[src/rtl/riscv_store_tag_unit_pkg.sv]
// ----------------------------------------------------------------------------
// riscv_store_tag_unit_pkg
// Shared types and helpers for the store tag-write path.
//   TAG_BE_WIDTH     : byte lanes per tag write (one tag bit per byte)
//   TAG_ADDR_W       : word-address width for the default 32-bit byte address
//   tag_wr_entry_t   : {addr_w, be, wtag}, the pending tag-write record
//   tag_port_state_e : tag-memory port FSM states
//   tag_wdata()      : replicate a scalar tag over the enabled byte lanes
// ----------------------------------------------------------------------------
package riscv_store_tag_unit_pkg;

  localparam int TAG_BE_WIDTH = 4;
  localparam int TAG_ADDR_W   = 30;

  typedef struct packed {
    logic [TAG_ADDR_W-1:0]   addr_w;
    logic [TAG_BE_WIDTH-1:0] be;
    logic [TAG_BE_WIDTH-1:0] wtag;
  } tag_wr_entry_t;

  typedef enum logic {
    TP_IDLE = 1'b0,
    TP_REQ  = 1'b1
  } tag_port_state_e;

  function automatic logic [TAG_BE_WIDTH-1:0] tag_wdata(
    input logic                    t,
    input logic [TAG_BE_WIDTH-1:0] be
  );
    return {TAG_BE_WIDTH{t}} & be;
  endfunction

endpackage

[src/rtl/riscv_tag_fifo.sv]
// ----------------------------------------------------------------------------
// riscv_tag_fifo
// Synchronous FIFO with wrap-around read/write pointers and an occupancy
// counter. Simultaneous push and pop are supported; a push while full or a
// pop while empty is ignored. The head entry is presented combinationally.
// Ports:
//   clk, rst   : clock, asynchronous active-high reset (control state only)
//   i_push     : write i_wdata at the tail
//   i_pop      : retire the head entry
//   i_wdata    : entry to write
//   o_rdata    : head entry
//   o_full     : count == DEPTH
//   o_empty    : count == 0
//   o_count    : current occupancy
// DEPTH must be a power of two so the pointers wrap naturally.
// ----------------------------------------------------------------------------
module riscv_tag_fifo #(
  parameter int DEPTH = 2,
  parameter int WIDTH = 8
) (
  input  logic                     clk,
  input  logic                     rst,
  input  logic                     i_push,
  input  logic                     i_pop,
  input  logic [WIDTH-1:0]         i_wdata,
  output logic [WIDTH-1:0]         o_rdata,
  output logic                     o_full,
  output logic                     o_empty,
  output logic [$clog2(DEPTH):0]   o_count
);

  localparam int PTR_W = $clog2(DEPTH);
  localparam int CNT_W = PTR_W + 1;

  logic [WIDTH-1:0] r_mem [DEPTH];
  logic [PTR_W-1:0] r_wr_ptr;
  logic [PTR_W-1:0] r_rd_ptr;
  logic [CNT_W-1:0] r_count;
  logic             w_do_push;
  logic             w_do_pop;

  assign o_full    = (r_count == CNT_W'(DEPTH));
  assign o_empty   = (r_count == '0);
  assign o_count   = r_count;
  assign o_rdata   = r_mem[r_rd_ptr];

  assign w_do_push = i_push & ~o_full;
  assign w_do_pop  = i_pop  & ~o_empty;

  always_ff @(posedge clk or posedge rst) begin
    if (rst) begin
      r_wr_ptr <= '0;
      r_rd_ptr <= '0;
      r_count  <= '0;
    end else begin
      if (w_do_push) r_wr_ptr <= r_wr_ptr + 1'b1;
      if (w_do_pop)  r_rd_ptr <= r_rd_ptr + 1'b1;
      r_count <= r_count + {{(CNT_W-1){1'b0}}, w_do_push}
                         - {{(CNT_W-1){1'b0}}, w_do_pop};
    end
  end

  // Storage carries no reset: an entry is only observed after it is written.
  always_ff @(posedge clk) begin
    if (w_do_push) r_mem[r_wr_ptr] <= i_wdata;
  end

endmodule

[src/rtl/riscv_store_tag_unit.sv]
// ----------------------------------------------------------------------------
// riscv_store_tag_unit
// Execute-stage consumer of the store enables from the enable-tag decoder.
// For each accepted store it computes the destination memory tag
//   t = (enable_a & addr_tag) | (enable_b & data_tag)
// and queues {word address, be, {4{t}} & be} in program order. The head entry
// is issued to the tag memory over a req/gnt port; EX is stalled while the
// queue is full. Zero tags are written too, since they clear stale taint.
//
// Ports:
//   clk, rst                    : clock, asynchronous active-high reset
//   ex_valid_i                  : EX instruction valid and advancing
//   is_store_i                  : instruction is a store
//   enable_a_i, enable_b_i      : address / source tag propagation enables
//   store_addr_i                : effective byte address
//   addr_tag_i, data_tag_i      : rs1 / rs2 tags
//   data_be_i                   : store byte enables
//   ex_stall_o                  : queue full, EX must hold
//   tag_req_o, tag_gnt_i        : tag-memory request / grant
//   tag_addr_o, tag_be_o,
//   tag_wdata_o                 : head write (word aligned, be, tag bits)
//   idle_o                      : queue empty and no request outstanding
//   tcr_check_i, store_exc_o    : tainted-address check enable / exception
//                                 pulse (only with DIFT_STORE_CHECK_EN)
//
// Configuration macro: DIFT_STORE_CHECK_EN. When defined, an accepted store
// whose address operand is tainted while tcr_check_i is set raises a
// one-cycle store_exc_o and is not queued.
// ----------------------------------------------------------------------------
module riscv_store_tag_unit
  import riscv_store_tag_unit_pkg::*;
#(
  parameter int FIFO_DEPTH = 2,
  parameter int ADDR_WIDTH = 32
) (
  input  logic                    clk,
  input  logic                    rst,
  input  logic                    ex_valid_i,
  input  logic                    is_store_i,
  input  logic                    enable_a_i,
  input  logic                    enable_b_i,
  input  logic [ADDR_WIDTH-1:0]   store_addr_i,
  input  logic                    addr_tag_i,
  input  logic                    data_tag_i,
  input  logic [TAG_BE_WIDTH-1:0] data_be_i,
  output logic                    ex_stall_o,
  output logic                    tag_req_o,
  input  logic                    tag_gnt_i,
  output logic [ADDR_WIDTH-1:0]   tag_addr_o,
  output logic [TAG_BE_WIDTH-1:0] tag_be_o,
  output logic [TAG_BE_WIDTH-1:0] tag_wdata_o,
  output logic                    idle_o
`ifdef DIFT_STORE_CHECK_EN
  ,
  input  logic                    tcr_check_i,
  output logic                    store_exc_o
`endif
);

  localparam int CNT_W = $clog2(FIFO_DEPTH) + 1;

  // Same layout as tag_wr_entry_t, sized for this instance's address width.
  typedef struct packed {
    logic [ADDR_WIDTH-3:0]   addr_w;
    logic [TAG_BE_WIDTH-1:0] be;
    logic [TAG_BE_WIDTH-1:0] wtag;
  } entry_t;

  localparam int ENTRY_W = $bits(entry_t);

  logic            w_accept;
  logic            w_push;
  logic            w_pop;
  logic            w_full;
  logic            w_empty;
  logic [CNT_W-1:0] w_count;
  logic            w_tag;
  entry_t          w_push_entry;
  entry_t          w_head;
  logic            w_unused_addr_lsb;

  tag_port_state_e r_state;
  logic            r_tag_req;

  assign w_unused_addr_lsb = ^store_addr_i[1:0];

  // Stall comes from the registered occupancy only, so a grant never feeds
  // back combinationally into EX.
  assign ex_stall_o = w_full;
  assign w_accept   = ex_valid_i & is_store_i & ~w_full;
  assign w_pop      = r_tag_req & tag_gnt_i;

  assign w_tag               = (enable_a_i & addr_tag_i) | (enable_b_i & data_tag_i);
  assign w_push_entry.addr_w = store_addr_i[ADDR_WIDTH-1:2];
  assign w_push_entry.be     = data_be_i;
  assign w_push_entry.wtag   = tag_wdata(w_tag, data_be_i);

`ifdef DIFT_STORE_CHECK_EN
  logic w_block;
  logic r_store_exc;

  assign w_block     = addr_tag_i & tcr_check_i;
  assign w_push      = w_accept & ~w_block;
  assign store_exc_o = r_store_exc;

  always_ff @(posedge clk or posedge rst) begin
    if (rst) r_store_exc <= 1'b0;
    else     r_store_exc <= w_accept & w_block;
  end
`else
  assign w_push = w_accept;
`endif

  riscv_tag_fifo #(
    .DEPTH (FIFO_DEPTH),
    .WIDTH (ENTRY_W)
  ) u_fifo (
    .clk     (clk),
    .rst     (rst),
    .i_push  (w_push),
    .i_pop   (w_pop),
    .i_wdata (w_push_entry),
    .o_rdata (w_head),
    .o_full  (w_full),
    .o_empty (w_empty),
    .o_count (w_count)
  );

  // Port FSM. A push always moves to (or keeps) REQ on the next cycle; there
  // is no bypass, so a push into an empty queue requests one cycle later.
  // The request drops only when the last entry is granted with no refill.
  always_ff @(posedge clk or posedge rst) begin
    if (rst) begin
      r_state   <= TP_IDLE;
      r_tag_req <= 1'b0;
    end else begin
      case (r_state)
        TP_IDLE: begin
          if (w_push) begin
            r_state   <= TP_REQ;
            r_tag_req <= 1'b1;
          end
        end
        TP_REQ: begin
          if (w_pop && (w_count == CNT_W'(1)) && !w_push) begin
            r_state   <= TP_IDLE;
            r_tag_req <= 1'b0;
          end
        end
        default: begin
          r_state   <= TP_IDLE;
          r_tag_req <= 1'b0;
        end
      endcase
    end
  end

  // Head fields are gated by the request so the port reads zero while idle
  // (the storage itself is not reset).
  assign tag_req_o   = r_tag_req;
  assign tag_addr_o  = r_tag_req ? {w_head.addr_w, 2'b00} : '0;
  assign tag_be_o    = r_tag_req ? w_head.be   : '0;
  assign tag_wdata_o = r_tag_req ? w_head.wtag : '0;
  assign idle_o      = (r_state == TP_IDLE) & w_empty;

endmodule

[config.mk]
export PLATFORM = sky130hd
export DESIGN_NAME = riscv_store_tag_unit
export DESIGN_NICKNAME = d
export VERILOG_FILES = /design/src/rtl/riscv_store_tag_unit_pkg.sv /design/src/rtl/riscv_tag_fifo.sv /design/src/rtl/riscv_store_tag_unit.sv
export SDC_FILE = /design/constraint.sdc
export NUM_CORES = 1
export LEC_CHECK = 0
export CORE_ASPECT_RATIO = 0.7
export CORE_MARGIN = 10
export CORE_UTILIZATION = 40
export CTS_CLUSTER_SIZE = 28
export DETAILED_ROUTE_END_ITERATION = 10
export PLACE_DENSITY_LB_ADDON = 0.05
export SYNTH_ARGS = -nofsm -noshare
export SYNTH_HDL_FRONTEND = slang
export SYNTH_SLANG_ARGS = --single-unit
[constraint.sdc]
create_clock -name clk -period 4.45 [get_ports clk]
set_input_delay 0.445 -clock clk [delete_from_list [all_inputs] [get_ports clk]]
set_output_delay 0.445 -clock clk [all_outputs]
set_load 0.01 [all_outputs]
==> impl_metrics.csv <==
group,metric,value,unit
global_routing,grt_pass1_wl,10100,um
floorplanning,row_count,27,
detailed_routing,vias,1804,
cells_and_area,nNetsFinal,333,
synthesis,yosysTopAreaCell,"edfxtp_1",
status,status,"finished clean",
synthesis,postSynthAreaPerCell,16.4,um^2
clock_tree,cts_tree,"built",
clock_tree,holdBufCountCts,0,
power,vdd_drop_max,243,uV
floorplanning,die-area,0.0123,mm^2
setup_path,path_max_fanout,23,
floorplanning,die_h,95.7,um
synthesis,ys_warn_count,0,
global_routing,grt_pass1_vias,1926,
setup_path,worst_path_dominant_cell_family,"buffers and inverters",
detailed_routing,drtPass1Iterations,4,
synthesis,ys_seq_elements,82,
placement,place_congestion,0.733,
sta,slew_headroom,0.383,
power,cellPowerDensity,522,mW/mm^2
sta,final-hold-violation-count,0,
clock_tree,clk_pin_slew,0.06,ns
min_path,min-delay-path-class,"in2async",
clock_tree,cts_resized,0,
cells_and_area,utilization,0.568,
detailed_routing,ant_nets,0,
setup_path,cp.required,4.01,ns
sta,finalSetupViolations,0,
global_routing,overflow,0,
setup_path,crit_arrival,2.43,ns
detailed_routing,wl,6380,um
global_routing,antenna_found_initial,0,
sta,post-route-period-util,0.646,
global_routing,track_usage,0.108,
detailed_routing,drc_errors,0,
setup_path,critPathBufInv,2,
clock_tree,clock_sinks,82,
detailed_routing,wire_per_inst,16.3,um
setup_path,cp-start-kind,"flip-flop",
placement,io_buffer_count,83,
flow_run,cap_violations,0,
sta,period_needed,2.87,ns
floorplanning,initial_core_util,0.414,
setup_path,end_kind,"primary output",
sta,fin_tns_setup,0,ns
global_routing,grt_max_degree,39,
detailed_routing,first_iter_violations,81,
sta,fin_worst_skew,0.0101,ns
sta,maxSlewViolCount,0,
setup_path,cp_slowest_cell,"dfrtp_2",
synthesis,synth_top_cell_area_share,0.697,
detailed_routing,via_per_inst,4.60,
synthesis,synth.cell_area,0.00327,mm^2
setup_path,path_cells,"buf_4, mux2i_1, nor2_1, clkdlybuf4s50_1",
floorplanning,io_pins,88,
clock_tree,clockBufferDepth,2,
cells_and_area,diodes,0,
clock_tree,cts-root-buf,"clkbuf_16",
synthesis,yosysUniqueCellTypes,26,
floorplanning,core,0.00791,mm^2
sta,worst_pin_slew,0.926,ns
synthesis,netlist_instances,199,
clock_tree,numCtsBuffers,9,
cells_and_area,syn_to_final_growth,37.1,%
cells_and_area,drive_gt1_frac,0.0893,
clock_tree,insertion_delay,0.33,ns
sta,rsz0062_at_grt,"no",
setup_path,worst_path_largest_cell_delay,0.81,ns
placement,place_hpwl,4270,um
floorplanning,die_w,128,um
clock_tree,ctsHtreeMaxLevel,3,
clock_tree,post-cts-setup-buffers,0,
power,p_leak,1.61,nW
synthesis,yosysSeqAreaShare,0.743,
synthesis,synth.area.top_cells,"edfxtp_1, mux2i_1, dfrtp_1, nor2_1, buf_12",
setup_path,critPathKind,"reg2out",
sta,fmax,0.348,GHz
worst paths after layout:
kind	startpoint	to	slack, ns	depth (start not counted)
max	u_fifo.r_rd_ptr$_DFFE_PP0P_	tag_addr_o[28]	1.58	4
max reg2reg	u_fifo.o_count[1]$_DFF_PP0_	u_fifo.r_mem[1][7]$_DFFE_PP_	2.53	3
min reg2reg	u_fifo.r_wr_ptr$_DFFE_PP0N_	u_fifo.r_wr_ptr$_DFFE_PP0N_	0.51	1
max in group asynchronous	rst	u_fifo.r_rd_ptr$_DFFE_PP0P_	3.89	2
min	rst	u_fifo.r_wr_ptr$_DFFE_PP0N_	0.34	2
min in group clk	u_fifo.r_wr_ptr$_DFFE_PP0N_	u_fifo.r_wr_ptr$_DFFE_PP0N_	0.51	1
routing by layer:
layer	GRT usage	share of wire	vias to the layer above
li1	-	-	894
met1	0.122	0.42	849
met2	0.171	0.47	54
met3	0.0615	0.095	7
met4	0.0336	0.0083	0
met5	0	0	-
cells in the final DEF (no fill, tap or decap), types with 2 or more instances in the layout:
| cell | instances |
|---|---|
| edfxtp_1 | 76 |
| buf_4 | 3 |
| a22oi_1 | 2 |
| nor2b_1 | 4 |
| xor2_1 | 2 |
| nor2_1 | 39 |
| clkdlybuf4s50_1 | 83 |
| conb_1 | 2 |
| clkbuf_16 | 9 |
| ha_1 | 2 |
| bufinv_16 | 2 |
| inv_6 | 3 |
| dfrtp_1 | 5 |
| xnor2_1 | 2 |
| nand2_1 | 2 |
| mux2i_1 | 38 |
| inv_1 | 4 |
layout make-up:
type,instances,area [um^2]
clock inverters,7,98.8
clock buffers,9,225
well taps,101,126
inverters,5,18.8
fillers,649,3420
repair buffers,86,853
multi-input cells,102,732
flip-flops and latches,82,2430
sequential cells by signal (all words and copies together) (netlist names):
signal	count
u_fifo.r_wr_ptr	1
u_fifo.r_mem	76
u_fifo.o_count	2
tag_req_o	1
r_state	1
u_fifo.r_rd_ptr	1
cell families (layout without fill, tap and decap cells):
group                      count (synthesis)  in the layout  synth area share
adders and majority gates                  2              2           0.00764
other                                      1              2           0.00115
xor gates and xnor gates                   4              4            0.0107
buffers and inverters                     16            107            0.0363
DFF                                       82             82             0.743
muxes                                     38             38             0.116
AOI/OAI and AO/OA                          6              6            0.0176
and+or+nand+nor                           50             50            0.0673
per-stage QoR:
stage	power (W)	worst slack, ns	instances	hold slack (ns)	area [um^2]
after floorplan	0.00144	0.729	200	0.236	3280
after global placement	0.00158	1.88	376	0.498	4160
after detailed placement	0.00159	1.89	376	0.498	4160
after CTS	0.00238	1.53	392	0.338	4490
after global routing	0.00247	1.42	392	0.378	4490
final	0.00234	1.58	392	0.338	4490
power breakdown:
group | leakage, nW | internal [W] | total, W | switching (W)
clock | 0.157 | 0.000496 | 0.000784 | 0.000289
sequential | 0.765 | 0.000968 | 0.00107 | 0.0000979
combinational | 0.685 | 0.000257 | 0.000491 | 0.000234
worst register-to-register path, cell delays in order (launching register included):
cell and delay, ns:
dfrtp_1 0.44, nor2b_4 0.17, nor2_4 0.13, and2_2 0.78
synthesized netlist by cell type:
cell type  instances
xnor2_1            2
mux2i_1           38
buf_2              3
a21oi_4            1
clkbuf_1           1
nor2_4             1
nor3_1             2
edfxtp_1          76
nor2b_1            4
buf_12             2
nand2_1            2
and2_1             1
a41o_1             1
dfrtp_1            6
a22oi_1            2
buf_4              4
conb_1             1
o31ai_1            1
xor2_1             2
a2bb2oi_1          1
ha_1               2
inv_1              4
inv_2              1
nor2_1            39
buf_6              1
nor2b_4            1
Note: power is estimated with default switching activity, not from simulation.
